===== config.mk =====
export PLATFORM = sky130hd
export DESIGN_NAME = count_snapshot_fifo
export DESIGN_NICKNAME = d
export VERILOG_FILES = /design/src/rtl/count_snap_pkg.sv /design/src/rtl/snap_fifo_mem.sv /design/src/rtl/count_snapshot_fifo.sv
export SDC_FILE = /design/constraint.sdc
export NUM_CORES = 1
export LEC_CHECK = 0
export BUFFER_PORTS_ARGS = -buffer_cell sky130_fd_sc_hd__buf_2
export CORE_MARGIN = 2
export CORE_UTILIZATION = 50
export DETAILED_ROUTE_END_ITERATION = 16
export PLACE_DENSITY = 0.71
export SLEW_MARGIN = 5
export SYNTH_ARGS = -nofsm -noshare
export SYNTH_HDL_FRONTEND = slang
export SYNTH_HIERARCHICAL = 1
export SYNTH_SLANG_ARGS = --single-unit

===== constraint.sdc =====
create_clock -name clk -period 25.4 [get_ports clk]
set_input_delay 5.08 -clock clk [delete_from_list [all_inputs] [get_ports clk]]
set_output_delay 5.08 -clock clk [all_outputs]
set_load 0.02 [all_outputs]

===== src/rtl/count_snap_pkg.sv =====
// Shared definitions for the counter snapshot FIFO.
// Optional feature macro: SNAP_TAG_EN (adds an 8-bit sequence tag per entry).
package count_snap_pkg;

    localparam int WIDTH_DEF  = 64;
    localparam int TAG_W      = 8;
    localparam int DROP_W_DEF = 8;

    // Layout of one stored snapshot at the default counter width.
    typedef struct packed {
        logic [WIDTH_DEF-1:0] cnt0;
        logic [WIDTH_DEF-1:0] cnt1;
`ifdef SNAP_TAG_EN
        logic [TAG_W-1:0]     tag;
`endif
    } snap_entry_t;

    // Number of storage bits one entry needs for a given counter width.
    function automatic int entry_width(input int w);
`ifdef SNAP_TAG_EN
        return 2 * w + TAG_W;
`else
        return 2 * w;
`endif
    endfunction

endpackage


===== src/rtl/snap_fifo_mem.sv =====
// Register-array storage for the snapshot FIFO: one write port, one
// asynchronous read port so the head entry can be shown ahead.
module snap_fifo_mem #(
    parameter int ENTRY_W = 128,
    parameter int DEPTH   = 4,
    localparam int ADDR_W = $clog2(DEPTH)
) (
    input  logic               clk,
    input  logic               we,
    input  logic [ADDR_W-1:0]  waddr,
    input  logic [ENTRY_W-1:0] wdata,
    input  logic [ADDR_W-1:0]  raddr,
    output logic [ENTRY_W-1:0] rdata
);

    logic [DEPTH-1:0][ENTRY_W-1:0] entries;

    genvar gi;
    generate
        for (gi = 0; gi < DEPTH; gi++) begin : g_entry
            logic [ENTRY_W-1:0] entry_reg;

            // Capture the write data when this slot is addressed; contents survive reset.
            always_ff @(posedge clk) begin
                if (we && (waddr == ADDR_W'(gi))) begin
                    entry_reg <= wdata;
                end
            end

            assign entries[gi] = entry_reg;
        end
    endgenerate

    assign rdata = entries[raddr];

endmodule


===== src/rtl/count_snapshot_fifo.sv =====
// Captures {Output0, Output1} counter pairs on snap into a show-ahead FIFO,
// presents them over valid/ready and counts snapshots dropped while full.
// Optional feature macro: SNAP_TAG_EN (adds out_tag and a per-entry sequence tag).
module count_snapshot_fifo
    import count_snap_pkg::*;
#(
    parameter int WIDTH  = WIDTH_DEF,
    parameter int DEPTH  = 4,
    parameter int DROP_W = DROP_W_DEF,
    localparam int PTR_W = $clog2(DEPTH)
) (
    input  logic              clk,
    input  logic              reset,
    input  logic              snap,
    input  logic [WIDTH-1:0]  Output0,
    input  logic [WIDTH-1:0]  Output1,
    output logic              out_valid,
    input  logic              out_ready,
    output logic [WIDTH-1:0]  out_cnt0,
    output logic [WIDTH-1:0]  out_cnt1,
    output logic [PTR_W:0]    level,
    output logic              full,
    output logic              empty,
    output logic [DROP_W-1:0] drop_cnt
`ifdef SNAP_TAG_EN
    ,
    output logic [TAG_W-1:0]  out_tag
`endif
);

    localparam int ENTRY_W = entry_width(WIDTH);

    localparam logic [PTR_W:0]    LEVEL_FULL = (PTR_W + 1)'(DEPTH);
    localparam logic [PTR_W:0]    LEVEL_ONE  = (PTR_W + 1)'(1);
    localparam logic [PTR_W-1:0]  PTR_ONE    = PTR_W'(1);
    localparam logic [DROP_W-1:0] DROP_ONE   = DROP_W'(1);

    logic [PTR_W-1:0]   wr_ptr_reg;
    logic [PTR_W-1:0]   rd_ptr_reg;
    logic [PTR_W:0]     level_reg;
    logic [PTR_W:0]     level_next;
    logic [DROP_W-1:0]  drop_cnt_reg;
    logic               push;
    logic               pop;
    logic               drop;
    logic               we;
    logic [ENTRY_W-1:0] wdata;
    logic [ENTRY_W-1:0] rdata;

    // Occupancy flags come from the level count, never from pointer equality.
    assign empty     = (level_reg == '0);
    assign full      = (level_reg == LEVEL_FULL);
    assign out_valid = !empty;
    assign level     = level_reg;
    assign drop_cnt  = drop_cnt_reg;

    // A pop in the same cycle frees a slot, so a snap against a full FIFO still lands.
    assign pop  = out_valid & out_ready;
    assign push = snap & (!full | pop);
    assign drop = snap & full & !pop;
    assign we   = push & !reset;

    // Next occupancy: push and pop together leave the level unchanged.
    always_comb begin
        level_next = level_reg;
        case ({push, pop})
            2'b10:   level_next = level_reg + LEVEL_ONE;
            2'b01:   level_next = level_reg - LEVEL_ONE;
            default: level_next = level_reg;
        endcase
    end

    // Pointers and level; pointers wrap naturally because DEPTH is a power of two.
    always_ff @(posedge clk) begin
        if (reset) begin
            wr_ptr_reg <= '0;
            rd_ptr_reg <= '0;
            level_reg  <= '0;
        end else begin
            if (push) begin
                wr_ptr_reg <= wr_ptr_reg + PTR_ONE;
            end
            if (pop) begin
                rd_ptr_reg <= rd_ptr_reg + PTR_ONE;
            end
            level_reg <= level_next;
        end
    end

    // Saturating count of snapshots refused because the FIFO was full.
    always_ff @(posedge clk) begin
        if (reset) begin
            drop_cnt_reg <= '0;
        end else if (drop && (drop_cnt_reg != '1)) begin
            drop_cnt_reg <= drop_cnt_reg + DROP_ONE;
        end
    end

`ifdef SNAP_TAG_EN
    localparam logic [TAG_W-1:0] TAG_ONE = TAG_W'(1);

    logic [TAG_W-1:0] tag_reg;

    // Sequence tag advances only on accepted pushes, so drops consume no tag.
    always_ff @(posedge clk) begin
        if (reset) begin
            tag_reg <= '0;
        end else if (push) begin
            tag_reg <= tag_reg + TAG_ONE;
        end
    end

    assign wdata   = {Output0, Output1, tag_reg};
    assign out_tag = empty ? '0 : rdata[TAG_W-1:0];
`else
    assign wdata = {Output0, Output1};
`endif

    // Head entry is shown ahead and forced to zero while nothing is stored.
    assign out_cnt0 = empty ? '0 : rdata[ENTRY_W-1 -: WIDTH];
    assign out_cnt1 = empty ? '0 : rdata[ENTRY_W-WIDTH-1 -: WIDTH];

    snap_fifo_mem #(
        .ENTRY_W (ENTRY_W),
        .DEPTH   (DEPTH)
    ) u_mem (
        .clk   (clk),
        .we    (we),
        .waddr (wr_ptr_reg),
        .wdata (wdata),
        .raddr (rd_ptr_reg),
        .rdata (rdata)
    );

endmodule


==> results.yml, run 1 <==
worst_setup_path:
  cp.arrival_ns: 3.60
  crit_path_cell_trace: "buf_4, buf_4, mux4_2, and2_1, buf_2"
  timing.critical_path.from_type: "flop"
  path_max_fanout: 53
  path_buf_inv: 3
  critPathMaxStageDelay_ns: 0.77
  criticalPathCategory: "flop to primary output"
  timing.critical_path.max_delay_family: "buffers and inverters"
  critPathRequiredTime_ns: 20.32
  crit_path_end_kind: "primary output"
  worst_path_most_repeated_cell: "sky130_fd_sc_hd__buf_4"
  crit_path_top_delay_cell: "sky130_fd_sc_hd__buf_4"
floorplanning:
  io_pins: 274
  die_outline_area_um2: 42300
  dieHeight_um: 206
  row_count: 73
  die_width_um: 206
  floorplan.initialDensity_pct: 50.9
  core-area_um2: 39900
clock_network:
  clock_tree.root_cell: "sky130_fd_sc_hd__clkbuf_16"
  cts_repair_resize_count: 0
  cts-root-to-sink-buffers: 3
  tritoncts.num_buffers: 53
  tritoncts: "built"
  clkLatencyLatePin_ns: 0.59
  clkSinkCount: 527
  ctsHtreeMaxLevel: 2
  post_cts_hold_buffer_count: 0
  clkSlewWorstSetupHoldPaths_ns: 0.06
  post-cts-setup-buffer-count: 0
placement:
  port_buffers: 273
  gp_routability_congestion: 0.754
  dp.final_hpwl_um: 23100
  dp_cells: 1672
power_and_ir_drop:
  power.ir.vdd_worst_mv: 0.0568
  p_per_area_nw_per_um2: 87.4
  static-leakage-power_uw: 0.00813
final_layout:
  flip_flop_count_of_the_largest_register_after_layout: 512
  multi_input_gate_area_in_the_final_layout_um2: 4230
  mostFrequentLayoutCells: "sky130_fd_sc_hd__edfxtp_1, sky130_fd_sc_hd__buf_2, sky130_fd_sc_hd__and2_1, sky130_fd_sc_hd__mux4_2, sky130_fd_sc_hd__clkbuf_16"
  layout.cells.most_common: "sky130_fd_sc_hd__edfxtp_1"
  layout-drive-gt1-share_pct: 40.4
  fillers: 2896
  finalNonFillerCells: 1777
  seqCellArea_um2: 15700
  syn2layout_area_growth_pct: 17.0
  design.final.nets: 1336
detailed_routing:
  route.vias.total: 9661
  avgViaCountPerCell: 5.44
  detail_route.wl_per_cell_um: 22.5
  drt-total-wl_um: 40000
  route.antenna.remaining_nets: 0
  drt_iter0_markers: 726
  drt_drc_violations_left: 0
  1st_pass_router_iterations: 5
global_routing:
  grt_overflow: 0
  first_global_vias: 10200
  grt_usage_pct: 19.1
  grt_max_degree: 73
  grt_pass1_wl_um: 59300
  antenna_found_initial: 11
flow_run:
  drv_cap: 0
yosys:
  yosys_warnings: 6
  synth_ff_type: "sky130_fd_sc_hd__edfxtp_1"
  synth-edff-count: 512
  post_synth_instance_area_um2: 20300
  synth_area_per_cell_um2: 22.3
  register_bit_count_reported_by_yosys: 527
  yosys.cell_types.count: 46
  synth_async_sr_flop_share_pct: 0
  synth_fp_nets: 1043
  syn-instance-count: 909
  seq_area_frac_synth_pct: 77.2
sta:
  timing.setup.tns_ns: 0
  max_slew.worst_pin.slew_ns: 1.09
  fin_crit_ns: 8.68
  max-slew-margin-rel_pct: 27.2
  hold_viol_final: 0
  timing.final.setup_violations: 0
  maxClockFrequency_ghz: 0.115
  grt_setup_unrepaired: "no"
  finalClockSkew_ns: 0.0186
  drv_slew: 0
  share_of_the_cycle_needed_by_the_critical_path_after_routing_pct: 34.2
min_path:
  min_path_type: "flop to flop"
outcome:
  run_status: "complete, no violations"
final cells by class:
type,count,share of cell area (%)
Sequential cell,527,66.0
Multi-Input combinational cell,329,17.8
Timing Repair Buffer,287,6.19
Clock buffer,64,5.93
Tap cell,525,2.76
Clock inverter,35,1.24
Inverter,4,0.0632
Antenna cell,6,0.0632
worst paths after layout:
path	from	to	slack, ns	depth (start not counted)
max	rd_ptr_reg[1]	out_cnt1[25]	16.72	5
min	drop_cnt[6]	drop_cnt[6]	0.53	2
max reg2reg	level[0]	u_mem/g_entry[3].entry_reg[29]	21.88	6
min reg2reg	drop_cnt[6]	drop_cnt[6]	0.53	2
tightest hold or removal path, stage by stage (launching register included):
cell and delay [ns]:
sky130_fd_sc_hd__dfxtp_1 0.34, sky130_fd_sc_hd__o31ai_1 0.08, sky130_fd_sc_hd__a21oi_1 0.06
power breakdown:
| group | switching (uW) | internal (uW) | total, uW | leakage (uW) |
|---|---|---|---|---|
| Combinational | 184 | 132 | 316 | 0.00252 |
| Sequential | 19.2 | 984 | 1000 | 0.00477 |
| Clock | 313 | 445 | 758 | 0.000840 |
| Total | 516 | 1560 | 2080 | 0.00813 |
cells by family (layout without fill, tap and decap cells):
logic type,Yosys count,after routing,synth area share [%]
AOI/OAI and AO/OA,15,15,0.579
xor gates and xnor gates,9,9,0.388
adders and majority gates,2,2,0.160
buffers and inverters,53,390,2.14
DFF,527,527,77.2
muxes,131,131,14.3
other,0,6,0
and+or+nand+nor,172,172,5.22
metal layers:
layer / vias up / share of wire [%] / track usage (%)
li1: 4307 / - / -
met1: 4987 / 42 / 25.6
met2: 291 / 49 / 31.0
met3: 62 / 7.6 / 5.12
met4: 14 / 1.6 / 5.58
met5: - / 0.22 / 0
cells in the mapped netlist, drive strengths merged (2+ instances only):
library cell / count / share of area, %
edfxtp: 512 / 76
and2: 128 / 3.9
mux4: 128 / 14
buf: 29 / 1.6
clkbuf: 19 / 0.40
dfxtp: 15 / 1.5
nor2: 15 / 0.28
xor2: 9 / 0.39
nand3: 5 / 0.12
and3: 4 / 0.13
inv: 4 / 0.074
nand2: 4 / 0.074
o211ai: 3 / 0.18
a211oi: 2 / 0.074
a21oi: 2 / 0.049
a31oi: 2 / 0.062
and3b: 2 / 0.086
mux2i: 2 / 0.099
nor2b: 2 / 0.062
nor4b: 2 / 0.16
o21ai: 2 / 0.049
through the flow:
step                setup slack (ns)  area (um^2)  power [uW]  utilization, %  hold slack, ns
finish                         16.72        23800        2080            59.6           0.529
detailed placement             17.20        22100        1340            55.2           0.519
CTS                            16.61        23800        2100            59.5           0.530
floorplan                       9.59        20300        1250               -           0.493
global route                   16.51        23800        2160            59.5           0.559
global placement               17.19        22100        1340            55.2           0.511
Power figures use the tool's default switching activity.
==> run 2, diff against run 1 <==
- PLACE_DENSITY: 0.71 -> 0.74
- clock period: 25.4 -> 7.9 ns (I/O delays scaled with it)
==> run 2 against run 1 <==
Sequential cell count unchanged. Largest cell class unchanged. Total power grew to 3.2 times the previous value. Clock skew grew 0.00096 ns. Wire length is 2.3% lower. Combinational power grew to 3.3 times the previous value. Clock power grew to 3.1 times the previous value.
==> results.yml, run 2 (synthesis results as in run 1) <==
outcome:
  run_status: "complete, no violations"
power_and_ir_drop:
  comb_power_share_pct: 15.7
  clkPwrFrac_pct: 35.8
  swShare_pct: 25.1
  p_per_area_nw_per_um2: 278
  static-leakage-power_uw: 0.00810
  internal_power_uw: 4950
  power.ir.vdd_worst_mv: 0.198
  net-switching-power_uw: 1660
  sequentialPowerShare_pct: 48.5
  totalPowerFinal_uw: 6610
clock_network:
  cts_repair_resize_count: 0
  clock_tree.root_cell: "sky130_fd_sc_hd__clkbuf_16"
  clkLatencyLatePin_ns: 0.59
  tritoncts: "built"
  ctsHtreeMaxLevel: 2
  post_cts_hold_buffer_count: 0
  cts-root-to-sink-buffers: 3
  clkSlewWorstSetupHoldPaths_ns: 0.06
  clkSinkCount: 527
  post-cts-setup-buffer-count: 0
  tritoncts.num_buffers: 52
final_layout:
  fillers: 2889
  layout.cells.most_common: "sky130_fd_sc_hd__edfxtp_1"
  design.final.nets: 1333
  flip_flop_count_of_the_largest_register_after_layout: 512
  syn2layout_area_growth_pct: 16.9
  mostFrequentLayoutCells: "sky130_fd_sc_hd__edfxtp_1, sky130_fd_sc_hd__buf_2, sky130_fd_sc_hd__and2_1, sky130_fd_sc_hd__mux4_2, sky130_fd_sc_hd__clkbuf_16"
  finalNonFillerCells: 1770
  layout-drive-gt1-share_pct: 40.9
  finish.instance_area_um2: 23700
sta:
  timing.setup.tns_ns: 0
  share_of_the_cycle_needed_by_the_critical_path_after_routing_pct: 59.0
  max-slew-margin-rel_pct: 42.1
  drv_slew: 0
  fin_crit_ns: 4.66
  finalClockSkew_ns: 0.0196
  maxClockFrequency_ghz: 0.215
  grt_setup_unrepaired: "no"
  max_slew.worst_pin.slew_ns: 0.868
  timing.final.setup_violations: 0
  hold_viol_final: 0
global_routing:
  grt_pass1_wl_um: 58600
  first_global_vias: 10100
  antenna_found_initial: 7
  grt_max_degree: 129
  grt_usage_pct: 18.7
  grt_overflow: 0
detailed_routing:
  1st_pass_router_iterations: 5
  avgViaCountPerCell: 5.48
  detail_route.wl_per_cell_um: 22.1
  drt_iter0_markers: 758
  drt_drc_violations_left: 0
  route.antenna.remaining_nets: 0
  route.vias.total: 9703
  drt-total-wl_um: 39100
floorplanning:
  floorplan.initialDensity_pct: 50.9
  die_outline_area_um2: 42300
  die_width_um: 206
  row_count: 73
  core-area_um2: 39900
  dieHeight_um: 206
  io_pins: 274
worst_setup_path:
  criticalPathCategory: "flop to primary output"
  cp.arrival_ns: 3.08
  crit_path_cell_trace: "or3_4, buf_4, and2_1, buf_2"
  timing.rr.start: "level[0]"
  path_max_fanout: 73
  r2r_cells: 7
  timing.rr.end: "level[2]"
  crit_path_end_kind: "primary output"
  timing.critical_path.from_type: "flop"
  timing.reg2reg.setup_slack_ns: 4.83
  path_buf_inv: 2
  critPathRequiredTime_ns: 6.32
  critPathMaxStageDelay_ns: 0.73
  timing.critical_path.max_delay_family: "simple AND/OR/NAND/NOR gates"
  crit_path_top_delay_cell: "sky130_fd_sc_hd__or3_4"
placement:
  dp.final_hpwl_um: 22500
  dp_cells: 1670
  gp_routability_congestion: 0.715
  port_buffers: 273
  placement.cell_area_um2: 22100
min_path:
  cell_depth_of_the_worst_min_delay_path: 2
  worst_hold_path.endpoint: "drop_cnt[6]"
  hold_start: "drop_cnt[6]"
  min_path_type: "flop to flop"
flow_run:
  drv_cap: 0
## run 2: changes by cell type in the layout (fill, tap and decap cells not counted), moves of 2 or more
cell	change
sky130_fd_sc_hd__diode_2	-3
sky130_fd_sc_hd__buf_12	+2
sky130_fd_sc_hd__clkbuf_16	-3
sky130_fd_sc_hd__clkbuf_8	+5
sky130_fd_sc_hd__bufinv_16	-2
sky130_fd_sc_hd__clkinv_1	-8
sky130_fd_sc_hd__buf_4	-4
sky130_fd_sc_hd__clkinvlp_4	+4
## run 2: power by group through the flow
stage	Combinational, uW	Sequential (uW)	Clock, uW
finish	1040	3210	2370
global route	1120	3220	2540
CTS	1060	3210	2430
detailed placement	1050	3270	0
global placement	1050	3260	0
floorplan	766	3250	0
## run 2: worst reg2reg max path, stage by stage, from the launching register on
cell                      delay [ns]
sky130_fd_sc_hd__dfxtp_1        0.58
sky130_fd_sc_hd__or3_4          0.73
sky130_fd_sc_hd__nand2_1        0.20
sky130_fd_sc_hd__or2_2          0.33
sky130_fd_sc_hd__fa_1           0.40
sky130_fd_sc_hd__or3b_2         0.47
sky130_fd_sc_hd__a31oi_1        0.17
sky130_fd_sc_hd__a21oi_1        0.08
## run 2: routing by layer
layer  wire length, um  part of all wire (%)  GRT usage [%]  up-vias
li1                  -                     -              -     4295
met2             19000                    49           29.6      325
met3              2960                   7.6           4.77       62
met5                54                  0.14              0        -
met1             16300                    42           25.5     5013
met4               787                   2.0           5.99        8
## run 2: cell type report
type	count	area [um^2]	area share (%)
repair buffers	285	1480	6.24
multi-input cells	329	4230	17.8
well taps	525	657	2.77
inverters	4	15.0	0.0632
clock inverters	32	265	1.12
diodes	3	7.51	0.0316
flip-flops and latches	527	15700	66.1
clock buffers	65	1400	5.90
## run 2: worst max-delay path by stage
stage	start	to	slack, ns	depth (start not counted)
floorplan	reset	u_mem/g_entry[0].entry_reg[0]	0.19	4
global placement	out_ready	u_mem/g_entry[2].entry_reg[19]	3.66	6
detailed placement	out_ready	u_mem/g_entry[2].entry_reg[17]	3.66	6
CTS	rd_ptr_reg[0]	out_cnt0[51]	3.11	4
global route	rd_ptr_reg[0]	out_cnt1[38]	2.98	4
finish	level[0]	out_cnt1[0]	3.24	4
## run 2: through the flow
stage          utilization [%]  hold WS, ns  setup slack [ns]
2_1_floorplan                -        0.493             0.193
3_3_place_gp              55.3        0.504              3.66
3_5_place_dp              55.3        0.517              3.66
4_1_cts                   59.5        0.526              3.11
5_1_grt                   59.5        0.564              2.98
6_report                  59.5        0.528              3.24
